### config.mk
export PLATFORM = sky130hd
export DESIGN_NAME = stream_sorter
export DESIGN_NICKNAME = d
export VERILOG_FILES = /design/src/rtl/sort_pkg.sv /design/src/rtl/sort_cmp_swap.sv /design/src/rtl/stream_sorter.sv
export SDC_FILE = /design/constraint.sdc
export NUM_CORES = 1
export LEC_CHECK = 0
export ABC_AREA = 1
export CORE_MARGIN = 2
export CORE_UTILIZATION = 25
export DETAILED_ROUTE_END_ITERATION = 7
export GPL_TIMING_DRIVEN = 0
export HOLD_SLACK_MARGIN = 0.08
export PLACE_DENSITY = 0.45
export SETUP_SLACK_MARGIN = 0.1
export SYNTH_ARGS = -nofsm -noshare
export SYNTH_HDL_FRONTEND = slang
export SYNTH_SLANG_ARGS = --single-unit
### constraint.sdc
create_clock -name clk -period 2.75 [get_ports clk]
set_input_delay 0.55 -clock clk [delete_from_list [all_inputs] [get_ports clk]]
set_output_delay 0.55 -clock clk [all_outputs]
set_load 0.02 [all_outputs]
### src/rtl/sort_pkg.sv
// Shared types for the stream sorter: frame state encoding and counter-width helper.
package sort_pkg;

    typedef enum logic [1:0] {
        LOAD  = 2'd0,
        SORT  = 2'd1,
        DRAIN = 2'd2
    } state_t;

    // Width of a counter that must hold values 0..n-1; never narrower than one bit.
    function automatic int cnt_w(input int n);
        return (n < 2) ? 1 : $clog2(n);
    endfunction

endpackage

### src/rtl/sort_cmp_swap.sv
// Combinational compare-swap cell; order set by SORT_DESCENDING_EN (ascending when undefined).
module sort_cmp_swap #(
    parameter int WIDTH = 8
) (
    input  logic [WIDTH-1:0] a,
    input  logic [WIDTH-1:0] b,
    input  logic             en,
    output logic [WIDTH-1:0] lo,
    output logic [WIDTH-1:0] hi
);

    logic swap;

`ifdef SORT_DESCENDING_EN
    assign swap = en && (a < b);
`else
    assign swap = en && (a > b);
`endif

    // Ties never swap, so equal words keep their arrival order.
    assign lo = swap ? b : a;
    assign hi = swap ? a : b;

endmodule

### src/rtl/stream_sorter.sv
// Serial odd-even transposition sorter: load N words, run N phases, drain in order.
// Optional SORT_DESCENDING_EN reverses the output order.
module stream_sorter
    import sort_pkg::*;
#(
    parameter int N     = 5,
    parameter int WIDTH = 8
) (
    input  logic             clk,
    input  logic             rst,
    input  logic             in_valid,
    output logic             in_ready,
    input  logic [WIDTH-1:0] in_data,
    output logic             out_valid,
    input  logic             out_ready,
    output logic [WIDTH-1:0] out_data,
    output logic             out_last,
    output logic             busy
);

    localparam int IW = cnt_w(N);
    localparam int PW = cnt_w(N + 1);
    localparam logic [IW-1:0] IDX_LAST = IW'(N - 1);
    localparam logic [PW-1:0] PH_LAST  = PW'(N - 1);

    state_t           state;
    logic [IW-1:0]    idx;
    logic [PW-1:0]    phase;
    logic [WIDTH-1:0] mem      [N];
    logic [WIDTH-1:0] even_nxt [N];
    logic [WIDTH-1:0] odd_nxt  [N];

    // Even cells pair (0,1),(2,3)...; odd cells pair (1,2),(3,4)...; parity picks the bank.
    for (genvar k = 0; k < N - 1; k++) begin : g_cell
        if (k % 2 == 0) begin : g_even
            sort_cmp_swap #(.WIDTH(WIDTH)) u_cs (
                .a  (mem[k]),
                .b  (mem[k+1]),
                .en (~phase[0]),
                .lo (even_nxt[k]),
                .hi (even_nxt[k+1])
            );
        end else begin : g_odd
            sort_cmp_swap #(.WIDTH(WIDTH)) u_cs (
                .a  (mem[k]),
                .b  (mem[k+1]),
                .en (phase[0]),
                .lo (odd_nxt[k]),
                .hi (odd_nxt[k+1])
            );
        end
    end

    assign odd_nxt[0] = mem[0];
    if (N % 2 == 1) begin : g_pass_odd_n
        assign even_nxt[N-1] = mem[N-1];
    end else begin : g_pass_even_n
        assign odd_nxt[N-1] = mem[N-1];
    end

    always_ff @(posedge clk) begin
        if (rst) begin
            state <= LOAD;
            idx   <= '0;
            phase <= '0;
        end else begin
            case (state)
                LOAD: begin
                    if (in_valid) begin
                        if (idx == IDX_LAST) begin
                            idx   <= '0;
                            phase <= '0;
                            state <= SORT;
                        end else begin
                            idx <= idx + 1'b1;
                        end
                    end
                end
                SORT: begin
                    if (phase == PH_LAST) begin
                        idx   <= '0;
                        phase <= '0;
                        state <= DRAIN;
                    end else begin
                        phase <= phase + 1'b1;
                    end
                end
                DRAIN: begin
                    if (out_ready) begin
                        if (idx == IDX_LAST) begin
                            idx   <= '0;
                            state <= LOAD;
                        end else begin
                            idx <= idx + 1'b1;
                        end
                    end
                end
                default: begin
                    idx   <= '0;
                    phase <= '0;
                    state <= LOAD;
                end
            endcase
        end
    end

    // Word storage is never reset; contents only matter once a full frame has loaded.
    always_ff @(posedge clk) begin
        if (state == LOAD && in_valid) begin
            mem[idx] <= in_data;
        end else if (state == SORT) begin
            for (int k = 0; k < N; k++) begin
                mem[k] <= phase[0] ? odd_nxt[k] : even_nxt[k];
            end
        end
    end

    assign in_ready  = (state == LOAD);
    assign out_valid = (state == DRAIN);
    assign out_last  = (state == DRAIN) && (idx == IDX_LAST);
    assign busy      = (state != LOAD);
    assign out_data  = mem[idx];

endmodule
Yosys cells after proc, flatten, opt, wreduce, memory -nomap -nowiden
Memories as Yosys holds them, arrays and structs flattened. A register that Yosys moved wholly into a read port is not among the register bits.
Cells that the tools add are included.
{"block": "word_totals", "ram_bits": 40, "elab_cells": 71, "n_memories": 1, "regBits": 8, "input_bits": 12, "out_inout_bits": 12}
{"name": "mem", "words": 5, "word_bits": 8, "rd": 6, "rd_clocked_by_memory_dff": 1, "wr": 5, "line": "stream_sorter.sv:29", "text": "logic [WIDTH-1:0] mem [N];"}
{"block": "classes", "n_lt_le_gt_ge": 4, "n_eq_ne": 9, "mux": 38, "bitwise_logic": 2, "reduce_logical": 12, "add_sub_neg": 2}
{"op": "$mux W8", "count": 14}
{"op": "$gt A8 B8 Y1", "count": 4}
{"op": "$mux W3", "count": 10}
{"op": "$pmux W3 S3", "count": 2}
{"op": "$mux W2", "count": 5}
{"op": "$reduce_or A8 Y1", "count": 1}
{"op": "$add A3 B1 Y3 const B", "count": 2}
{"op": "$eq A3 B3 Y1 const B", "count": 2}
{"op": "$logic_and A1 B1 Y1", "count": 6}
{"op": "$mux W1", "count": 6}
{"op": "$ne A2 B1 Y1 const B", "count": 3}
{"op": "$pmux W2 S3", "count": 1}
{"op": "$reduce_and A3 Y1", "count": 2}
{"op": "$reduce_and A5 Y1", "count": 1}
{"op": "$ne A2 B2 Y1 const B", "count": 2}
{"op": "$eq A2 B1 Y1 const B", "count": 1}
{"op": "$eq A2 B2 Y1 const B", "count": 1}
{"op": "$logic_not A2 Y1", "count": 1}
{"op": "$not A1 Y1", "count": 2}
{"op": "$reduce_bool A2 Y1", "count": 1}

Depth between registers and ports, before layout
Gate-level depths: netlist of the first run.
{"block": "depth", "depth_word": 6, "ltp_mapped": 13, "ltp_nobuf": 13}

Hierarchy
Synthesis of the first run repeated with hierarchy kept, for this count alone.
{"block": "hier_totals", "hier_cells": 769, "hier_area_um2": 5690.5}
{"module": "stream_sorter", "area_per_inst_um2": 3698.5, "cells_per_inst": 413, "instances": 1, "seq_area_each_um2": 2142.1}
{"module": "sort_cmp_swap", "area_per_inst_um2": 498.0, "cells_per_inst": 89, "instances": 4, "seq_area_each_um2": 0.0}

Worst setup path after synthesis of the first run
Ideal clock, no wire load.
{"block": "synth_path", "path_kind": "flip-flop to flip-flop", "start": "mem mem[0][7]", "end": "mem mem[0][0] (enable)", "required_ns": 2.366, "setup_ns": 0.384, "period_less_slack_ns": 2.045, "t_arrival_ns": 1.661, "path_buffers": 0, "path_stages_with_launch": 8, "setup_slack_ns": 0.705, "path_cell_list": "edfxtp_1 -> ha_1 -> nand2_1 -> nor2_1 -> nand2_1 -> nand2_1 -> nand2_1 -> o21ai_0"}
{"element": "from (decl)", "line": "stream_sorter.sv:29"}

==> impl_metrics.csv, run 1 <==
group,metric,value,unit
final_layout,final_common_cell,"nand2_1",
detailed_routing,drc,0,
clock_tree,clkLatencyLatePin,0.34,ns
die,die_h,138.3,um
final_layout,syn_to_final_growth,17.03,%
logic_synthesis,synthArstFlopShare,0,%
final_layout,fin_cells,749,
final_layout,drive_gt1_share,14.23,%
pwr,pwr-share-seq,43.0,%
global_routing,grt_max_degree,13,
sta,worst_pin_slew,1.226,ns
detailed_routing,num_vias,3553,
sta,clock.fmax,408.0,MHz
final_layout,most-common-layout-cells,"98 x nand2_1, 64 x edfxtp_1, 57 x inv_1",
detailed_routing,wire_per_inst,16.44,um
placement,port_buffers,23,
pwr,ir_worst_vdd,278.8,uV
final_layout,n_antenna_cell,0,
die,design.die.area,19140,sq um
logic_synthesis,syn_avg_cell_area,9.361,sq um
placement,place_area,5029,sq um
placement,dp_hpwl,9798,um
pwr,swShare,29.77,%
final_layout,num-fill-cells,1893,
critical_path,critical_path_class,"reg -> out",
logic_synthesis,ys_seq_elements,75,
critical_path,arrival,1.90,ns
placement,place_inst,734,
clock_tree,cts-root-buf,"clkbuf_16",
detailed_routing,dr.first_iter.drc_count,236,
global_routing,grt_pass1_wl,19580,um
logic_synthesis,syn_nets,530,
sta,fin_crit,2.451,ns
die,initial_utilization,25.29,%
die,rows,49,
pwr,p_int,2.229,mW
logic_synthesis,ys_seq_area_share,47.48,%
global_routing,antenna_found_initial,0,
logic_synthesis,synth_edf_count,64,
sta,slew_headroom,17.67,%
pwr,p_clk_share,36.1,%
pwr,pwr_density_cell,601.1,nW/um^2
critical_path,endpoint_kind,"primary output",
logic_synthesis,synthCells,482,
sta,finalHoldViolations,0,
logic_synthesis,synth_cell_types,30,
logic_synthesis,syn_area,4512,sq um
detailed_routing,firstDrtPassIters,5,
die,die_w,138.3,um
sta,rsz0062_at_grt,"false",
clock_tree,clock-sinks,75,
clock_tree,cts.clk_slew.worst_paths,0.06,ns
logic_synthesis,ys_warn_count,0,
placement,place_congestion,0.8884,
detailed_routing,vias_per_cell,4.744,
sta,drv_slew,0,
critical_path,crit_fanout,10,
die,coreArea,17840,sq um
global_routing,overflow,0,
run,drv_cap,0,
sta,period_share,89.12,%
global_routing,grt_use_total,13.12,%
final_layout,final_nets,564,
pwr,p_leak,2.084,nW
detailed_routing,wl,12320,um
pwr,comb_power_share,20.9,%
global_routing,grt_pass1_vias,3622,
hold_path,hold_class,"reg -> reg",
clock_tree,cts_made_buffers,9,
critical_path,r2r_start,"mem[4][2]$_DFFE_PP_",
pwr,p_sw,0.9449,mW
clock_tree,cts_tree,"yes",
sta,clock-skew-final,0.007656,ns
critical_path,setup.worst_path.start_class,"flip-flop",
clock_tree,clockBufferDepth,2,
critical_path,required,2.20,ns
logic_synthesis,ys.flop_type,"edfxtp_1",
die,io_pins,24,
final_layout,fin_area,5280,sq um
run_status,status,"finished clean",
clock_tree,htreeDepth,3,
hold_path,hp-start,"phase[1]$_SDFFE_PP0P_",
sta,setup_viol,0,
detailed_routing,final_antenna_net_count,0,
[metal layers]
| metal | global-route usage (%) | wire, um | part of all wire, % | vias to the layer above |
|---|---|---|---|---|
| li1 | - | - | - | 1753 |
| met1 | 17.25 | 5513 | 45 | 1666 |
| met2 | 21.78 | 6056 | 49 | 118 |
| met3 | 2.355 | 564 | 4.6 | 16 |
| met4 | 4.511 | 180 | 1.5 | 0 |
| met5 | 0 | 0 | 0 | - |
[power by group through the flow]
stage / Combinational, mW / Sequential (mW) / Clock [mW]
after CTS: 0.677 / 1.36 / 1.17
after floorplan: 0.456 / 1.37 / 0
after global placement: 0.688 / 1.38 / 0
after global routing: 0.751 / 1.37 / 1.22
after detailed placement: 0.694 / 1.39 / 0
final: 0.664 / 1.36 / 1.15
[flip-flops by register name, summed over array words and instances (netlist names), named ones only]
register  cells
mem          64
state         2
idx           3
phase         3
[Yosys cell counts (7+ instances only)]
| master | number | area (sq um) |
|---|---|---|
| nor2_1 | 32 | 120.1 |
| edfxtp_1 | 64 | 1922 |
| inv_1 | 57 | 214.0 |
| ha_1 | 36 | 450.4 |
| a32oi_1 | 8 | 70.07 |
| clkbuf_1 | 8 | 30.03 |
| o21ai_0 | 34 | 170.2 |
| a21oi_1 | 56 | 280.3 |
| dfxtp_1 | 11 | 220.2 |
| nand2_1 | 98 | 367.9 |
| nand3_1 | 14 | 70.07 |
| o221ai_2 | 13 | 195.2 |
| o211ai_2 | 7 | 87.58 |
[metrics by stage]
step | utilization [%] | hold slack, ns | power [mW] | worst slack, ns | TNS (ns)
after floorplan | - | 0.4523 | 1.825 | 0.7049 | 0
after global placement | 28.19 | 0.4727 | 2.071 | 0.003620 | 0
after detailed placement | 28.19 | 0.4812 | 2.081 | -0.02798 | -0.2153
after CTS | 29.76 | 0.4900 | 3.212 | 0.1368 | 0
after global routing | 29.60 | 0.5162 | 3.341 | 0.1168 | 0
final | 29.60 | 0.4871 | 3.174 | 0.2993 | 0
[timing repair]
item | in CTS | in global routing
setup endpoints to repair | 24 | 8
resized for setup | 12 | 24
hold buffers | 0 | 0
setup buffers | 0 | 0
[logic make-up (layout without fill, tap and decap cells)]
kind of cell	Yosys count	after routing	share of synthesized area (%)
compound gates	128	128	19.55
simple gates	161	161	15.42
flops	75	75	47.48
fa+ha+maj	36	36	9.983
buf+inv	82	120	7.571
[cell type report]
class	instances	area, sq um	share of cell area (%)
sequential	75	2142	40.57
multi-input combinational	325	2034	38.53
tap	229	286.5	5.427
inverter	63	236.5	4.479
clock buffer	9	225.2	4.265
timing repair buffer	23	190.2	3.602
buffer	19	107.6	2.038
clock inverter	6	57.56	1.090
[worst max-delay path: stages, from the launching register on]
cell and delay (ns):
dfxtp_1 0.30, buf_2 0.19, inv_1 0.15, buf_2 0.24, nor2_1 0.12, o21ai_0 0.10
a32oi_1 0.26, clkbuf_2 0.21
[worst paths after layout]
| kind | endpoint | slack, ns | cells after the start |
|---|---|---|---|
| worst max-delay path | out_data[6] | 0.30 | 7 |
| worst min-delay path | phase[1]$_SDFFE_PP0P_ | 0.49 | 2 |
| worst max register to register | mem[3][7]$_DFFE_PP_ | 0.36 | 9 |
| worst min register to register | phase[1]$_SDFFE_PP0P_ | 0.49 | 2 |
Note: power is estimated with default switching activity, not from simulation.
==> inputs of run 2 (changes only) <==
--- a/config.mk
+++ b/config.mk
@@ -5,13 +5,12 @@
 export SDC_FILE = /design/constraint.sdc
 export NUM_CORES = 1
 export LEC_CHECK = 0
-export ABC_AREA = 1
 export CORE_MARGIN = 2
-export CORE_UTILIZATION = 25
+export CORE_UTILIZATION = 60
 export DETAILED_ROUTE_END_ITERATION = 7
 export GPL_TIMING_DRIVEN = 0
 export HOLD_SLACK_MARGIN = 0.08
-export PLACE_DENSITY = 0.45
+export PLACE_DENSITY = 0.85
 export SETUP_SLACK_MARGIN = 0.1
 export SYNTH_ARGS = -nofsm -noshare
 export SYNTH_HDL_FRONTEND = slang
==> impl_metrics.csv, run 2 <==
group,metric,value,unit
run_status,status,"finished clean",
final_layout,final_common_cell,"edfxtp_1",
final_layout,largest_register_ffs,64,
logic_synthesis,synth_compound_area_share,11.67,%
final_layout,syn_to_final_growth,12.79,%
pwr,p_leak,1.917,nW
final_layout,reg_top3,"mem x64, idx x3, phase x3",
final_layout,n_antenna_cell,0,
clock_tree,cts_tree,"yes",
critical_path,r2r_start,"mem[1][3]$_DFFE_PP_",
detailed_routing,wire_per_inst,20.44,um
logic_synthesis,yosysTopAreaCellShare,43.00,%
global_routing,overflow,0,
logic_synthesis,ys.flop_type,"edfxtp_1",
global_routing,grt_max_degree,14,
final_layout,drive_gt1_share,11.58,%
logic_synthesis,synth_edf_count,64,
die,die_h,90.31,um
critical_path,endpoint_kind,"primary output",
pwr,p_sw,0.6474,mW
sta,period_share,95.02,%
detailed_routing,dr.first_iter.drc_count,328,
detailed_routing,drc,0,
detailed_routing,num_vias,3336,
detailed_routing,wl,10670,um
die,die_w,90.31,um
global_routing,grt_use_total,27.74,%
sta,finalHoldViolations,0,
hold_path,hp-start,"phase[2]$_SDFFE_PP0P_",
logic_synthesis,synth_xor_xnor_area_share,0,%
final_layout,most-common-layout-cells,"64 x edfxtp_1, 53 x a21oi_1, 39 x inv_1",
logic_synthesis,synth_top_family_by_area,"multiplexers",
global_routing,antenna_found_initial,0,
logic_synthesis,syn_nets,433,
clock_tree,cts_hold_buf,0,
final_layout,fin_cells,522,
clock_tree,htreeDepth,3,
sta,setup_viol,0,
logic_synthesis,ys_seq_area_share,47.93,%
critical_path,critical_path_class,"reg -> out",
die,io_pins,24,
sta,clock-skew-final,0.009184,ns
critical_path,required,2.20,ns
clock_tree,clkLatencyLatePin,0.36,ns
die,initial_utilization,61.95,%
die,design.die.area,8155,sq um
detailed_routing,firstDrtPassIters,5,
logic_synthesis,synthTopCellsByCount,"64 x edfxtp_1, 53 x a21oi_1, 39 x inv_1",
logic_synthesis,synth_fa_ha_area_share,10.08,%
logic_synthesis,yosysMostFrequentCell,"edfxtp_1",
clock_tree,clockBufferDepth,2,
sta,fin_crit,2.613,ns
pwr,pwr_density_cell,512.3,nW/um^2
placement,place_congestion,0.9715,
clock_tree,cts.clk_slew.worst_paths,0.08,ns
critical_path,r2r_cells,6,
clock_tree,clock-sinks,75,
pwr,swShare,25.07,%
sta,whs,0.4998,ns
critical_path,setup.worst_path.start_class,"flip-flop",
critical_path,crit_fanout,7,
logic_synthesis,syn_avg_cell_area,11.61,sq um
sta,clock.fmax,382.7,MHz
clock_tree,cts_made_buffers,9,
sta,drv_slew,0,
global_routing,grt_pass1_vias,3448,
logic_synthesis,yosys.area_share.simple,7.979,%
logic_synthesis,yosysTopAreaCell,"edfxtp_1",
die,rows,31,
hold_path,whs_path_depth,2,
detailed_routing,final_antenna_net_count,0,
sta,rsz0062_at_grt,"true",
logic_synthesis,synthArstFlopShare,0,%
placement,place_inst,506,
detailed_routing,vias_per_cell,6.391,
logic_synthesis,ys_seq_elements,75,
sta,worst_pin_slew,1.357,ns
logic_synthesis,ys_warn_count,0,
logic_synthesis,yosys-mux-area-fraction,16.43,%
logic_synthesis,synth_cell_types,36,
hold_path,hold_class,"reg -> reg",
pwr,pwr-share-seq,50.2,%
pwr,p_clk_share,36.5,%
critical_path,rrSetupSlack,0.33,ns
sta,slew_headroom,8.837,%
run,drv_cap,0,
pwr,p_int,1.935,mW
logic_synthesis,synthCells,385,
logic_synthesis,synth_area_leaders,"edfxtp_1 43%, ha_1 10%, mux4_1 7.1%",
final_layout,largest-register,"mem",
pwr,ir_worst_vdd,444.1,uV
pwr,power,2.583,mW
logic_synthesis,syn_area,4469,sq um
placement,dp_hpwl,7978,um
clock_tree,cts_setup_buffers,0,
global_routing,grt_pass1_wl,17300,um
critical_path,arrival,2.06,ns
placement,port_buffers,22,
final_layout,final_nets,466,
pwr,comb_power_share,13.3,%
die,coreArea,7214,sq um
clock_tree,cts-root-buf,"clkbuf_8",
==> run 2: cell types whose count changed in the layout (fill, tap and decap cells not counted), moves of 7 or more <==
| cell | change |
|---|---|
| o211ai_2 | -7 |
| mux2_2 | +7 |
| clkbuf_16 | -9 |
| o21ai_0 | -10 |
| mux2i_1 | +25 |
| clkbuf_8 | +9 |
| nand3_1 | -10 |
| clkbuf_2 | -9 |
| o221ai_2 | -13 |
| mux4_1 | +10 |
| nand2_1 | -75 |
| inv_1 | -18 |
==> run 2: power groups by stage <==
stage | clock [mW] | sequential (mW) | combinational [mW]
2_1_floorplan | 0 | 1.31 | 0.227
3_3_place_gp | 0 | 1.32 | 0.335
3_5_place_dp | 0 | 1.32 | 0.348
4_1_cts | 0.942 | 1.29 | 0.337
5_1_grt | 0.977 | 1.30 | 0.378
6_report | 0.942 | 1.30 | 0.345
==> run 2: final timing paths <==
| path | to |
|---|---|
| worst max-delay path | out_data[5] |
| worst min-delay path | phase[2]$_SDFFE_PP0P_ |
| worst max register to register | mem[0][5]$_DFFE_PP_ |
| worst min register to register | phase[2]$_SDFFE_PP0P_ |
==> run 2: final cells by class <==
class / instances / area [sq um]
inverter: 39 / 146.4
sequential: 75 / 2143
clock inverter: 6 / 88.84
timing repair buffer: 22 / 207.7
clock buffer: 10 / 127.6
multi-input combinational: 253 / 2077
fill: 498 / 2173
tap: 99 / 123.9
buffer: 18 / 126.4
==> run 2: routing by layer <==
| metal | up-vias | wire (um) | GRT usage (%) |
|---|---|---|---|
| li1 | 1509 | - | - |
| met1 | 1597 | 4157 | 33.52 |
| met4 | 0 | 463 | 13.21 |
| met3 | 44 | 727 | 5.927 |
| met5 | - | 0 | 0 |
| met2 | 186 | 5324 | 47.56 |
==> run 2: what timing repair did <==
| action | 4_1_cts | 5_1_grt |
|---|---|---|
| setup endpoints to repair | 24 | 37 |
| cloned | 0 | 0 |
| gates resized for setup | 11 | 12 |
==> run 2: metrics by stage <==
step                area, sq um  worst slack (ns)  TNS, ns  util, %
CTS                        5024           0.01944        0    69.63
global placement           4813           -0.1093  -0.8714    66.72
global route               5041           0.09273        0    69.88
floorplan                  4469            0.3948        0        -
finish                     5041            0.1370        0    69.88
detailed placement         4813           -0.3290   -3.316    66.72
==> run 2: logic make-up after synthesis <==
| kind of cell | after synthesis |
|---|---|
| buffers and inverters | 57 |
| DFF | 75 |
| and+or+nand+nor | 76 |
| AOI/OAI and AO/OA | 93 |
| adders and majority gates | 36 |
| muxes | 48 |
==> run 2: critical path, cell delays in order (launching register included) <==
cell and delay [ns]:
dfxtp_1 0.33, buf_6 0.16, mux4_1 0.61, mux2_2 0.28, dlygate4sd2_1 0.32
==> inputs of run 3 (changes only) <==
--- a/config.mk
+++ b/config.mk
@@ -8,6 +8,7 @@
 export CORE_MARGIN = 2
 export CORE_UTILIZATION = 60
 export DETAILED_ROUTE_END_ITERATION = 7
+export GPL_ROUTABILITY_DRIVEN = 0
 export GPL_TIMING_DRIVEN = 0
 export HOLD_SLACK_MARGIN = 0.08
 export PLACE_DENSITY = 0.85
==> impl_metrics.csv, run 3 (synthesized netlist as in run 2, its figures left out) <==
group,metric,value,unit
detailed_routing,dr.first_iter.drc_count,343,
run,drv_cap,0,
critical_path,setup.worst_path.start_class,"flip-flop",
die,die_h,90.31,um
die,coreArea,7214,sq um
sta,rsz0062_at_grt,"true",
critical_path,slowest_delay,0.62,ns
critical_path,critical_path_class,"reg -> out",
clock_tree,cts.clk_slew.worst_paths,0.08,ns
placement,place_inst,506,
pwr,p_leak,1.917,nW
final_layout,seq_area,2145,sq um
clock_tree,cts_hold_buf,0,
pwr,pwr_density_cell,505.7,nW/um^2
global_routing,busiest_layer,"met2",
critical_path,cp_num_buf_inv,2,
die,die_w,90.31,um
sta,clock.fmax,380.3,MHz
final_layout,num-fill-cells,527,
detailed_routing,drc,0,
global_routing,grt_pass1_wl,17060,um
global_routing,grt_max_degree,14,
critical_path,crit_fanout,7,
critical_path,required,2.20,ns
sta,clock-skew-final,0.006330,ns
global_routing,use_met1,32.47,%
die,design.die.area,8155,sq um
critical_path,arrival,2.08,ns
global_routing,grt_util_met2,47.87,%
pwr,pwr-share-seq,51.0,%
final_layout,largest_register_ffs,64,
global_routing,antenna_found_initial,0,
hold_path,hold_class,"reg -> reg",
critical_path,endpoint_kind,"primary output",
global_routing,grt_pass1_vias,3444,
final_layout,syn_to_final_growth,12.43,%
clock_tree,htreeDepth,3,
critical_path,cp_top_family,"multiplexers",
detailed_routing,vias_per_cell,6.215,
detailed_routing,num_vias,3244,
critical_path,cp_slowest_cell,"mux4_1",
die,rows,31,
clock_tree,clock-sinks,75,
run_status,status,"finished clean",
pwr,p_int,1.920,mW
global_routing,grt_use_total,27.65,%
clock_tree,clockBufferDepth,2,
sta,slew_headroom,13.12,%
detailed_routing,final_antenna_net_count,0,
detailed_routing,wire_per_inst,20.55,um
final_layout,multi_input_area,2068,sq um
sta,setup_viol,0,
sta,period_share,95.63,%
clock_tree,clkLatencyLatePin,0.35,ns
global_routing,overflow,0,
pwr,comb_power_share,13.6,%
detailed_routing,firstDrtPassIters,5,
final_layout,reg_top3,"mem x64, idx x3, phase x3",
sta,setup_tns,0,ns
pwr,ir_worst_vdd,477.6,uV
die,io_pins,24,
critical_path,cp_cell_sequence,"buf_6 > mux4_1 > mux2_2 > dlygate4sd2_1",
sta,fin_crit,2.630,ns
placement,dp_hpwl,8148,um
final_layout,n_antenna_cell,0,
final_layout,most-common-layout-cells,"64 x edfxtp_1, 53 x a21oi_1, 39 x inv_1",
final_layout,drive_gt1_share,12.29,%
pwr,swShare,24.45,%
pwr,p_sw,0.6213,mW
placement,port_buffers,22,
final_layout,fin_cells,522,
final_layout,final_common_cell,"edfxtp_1",
clock_tree,cts-root-buf,"clkbuf_8",
sta,worst_pin_slew,1.293,ns
final_layout,largest-register,"mem",
sta,finalHoldViolations,0,
clock_tree,cts_tree,"yes",
pwr,p_clk_share,35.4,%
detailed_routing,wl,10730,um
final_layout,final_nets,466,
global_routing,met3_usage,6.427,%
critical_path,rrSetupSlack,0.26,ns
die,initial_utilization,61.95,%
sta,drv_slew,0,
clock_tree,cts_made_buffers,9,
## run 3: power groups by stage
stage	Sequential, mW	Clock (mW)	Combinational, mW
finish	1.30	0.899	0.345
global route	1.30	0.951	0.374
CTS	1.29	0.903	0.340
detailed placement	1.32	0	0.350
global placement	1.32	0	0.334
floorplan	1.31	0	0.227
## run 3: what timing repair did
| item | in CTS | in global routing |
|---|---|---|
| setup buffers | 0 | 0 |
| resized for setup | 15 | 11 |
| setup endpoints to repair | 16 | 38 |
## run 3: worst paths after layout
kind         cells after the start             startpoint                     to
max reg2reg                      6    mem[2][3]$_DFFE_PP_    mem[2][5]$_DFFE_PP_
min                              2  phase[2]$_SDFFE_PP0P_  phase[2]$_SDFFE_PP0P_
max                              4              flip-flop            out_data[1]
min reg2reg                      2  phase[2]$_SDFFE_PP0P_  phase[2]$_SDFFE_PP0P_
## run 3: layer usage
layer  up-vias  share of wire [%]
met3        32                7.2
li1       1509                  -
met2       159                 51
met5         -                  0
met1      1544                 39
met4         0                3.4
## run 3: per-stage QoR
step                cell area [sq um]  utilization, %  total power [mW]  worst slack [ns]  hold slack, ns
floorplan                        4469               -             1.536            0.3948          0.4576
global placement                 4813           66.72             1.652           -0.1318          0.4731
detailed placement               4813           66.72             1.670           -0.1493          0.4956
CTS                              5017           69.55             2.537           0.09042          0.5089
global route                     5025           69.65             2.626           0.02081          0.5429
finish                           5025           69.65             2.541            0.1202          0.5113
## run 3: layout make-up
type / count / share of cell area (%)
multi-input cells: 253 / 41.16
repair buffers: 22 / 4.034
well taps: 99 / 2.465
inverters: 39 / 2.913
plain buffers: 18 / 2.515
flip-flops and latches: 75 / 42.68
clock buffers: 12 / 3.312
clock inverters: 4 / 0.9213
## run 3: worst min-delay path: cells and delay by family (launching register included)
family          cells  cell delay, ns
flops               1            0.32
compound gates      2            0.15
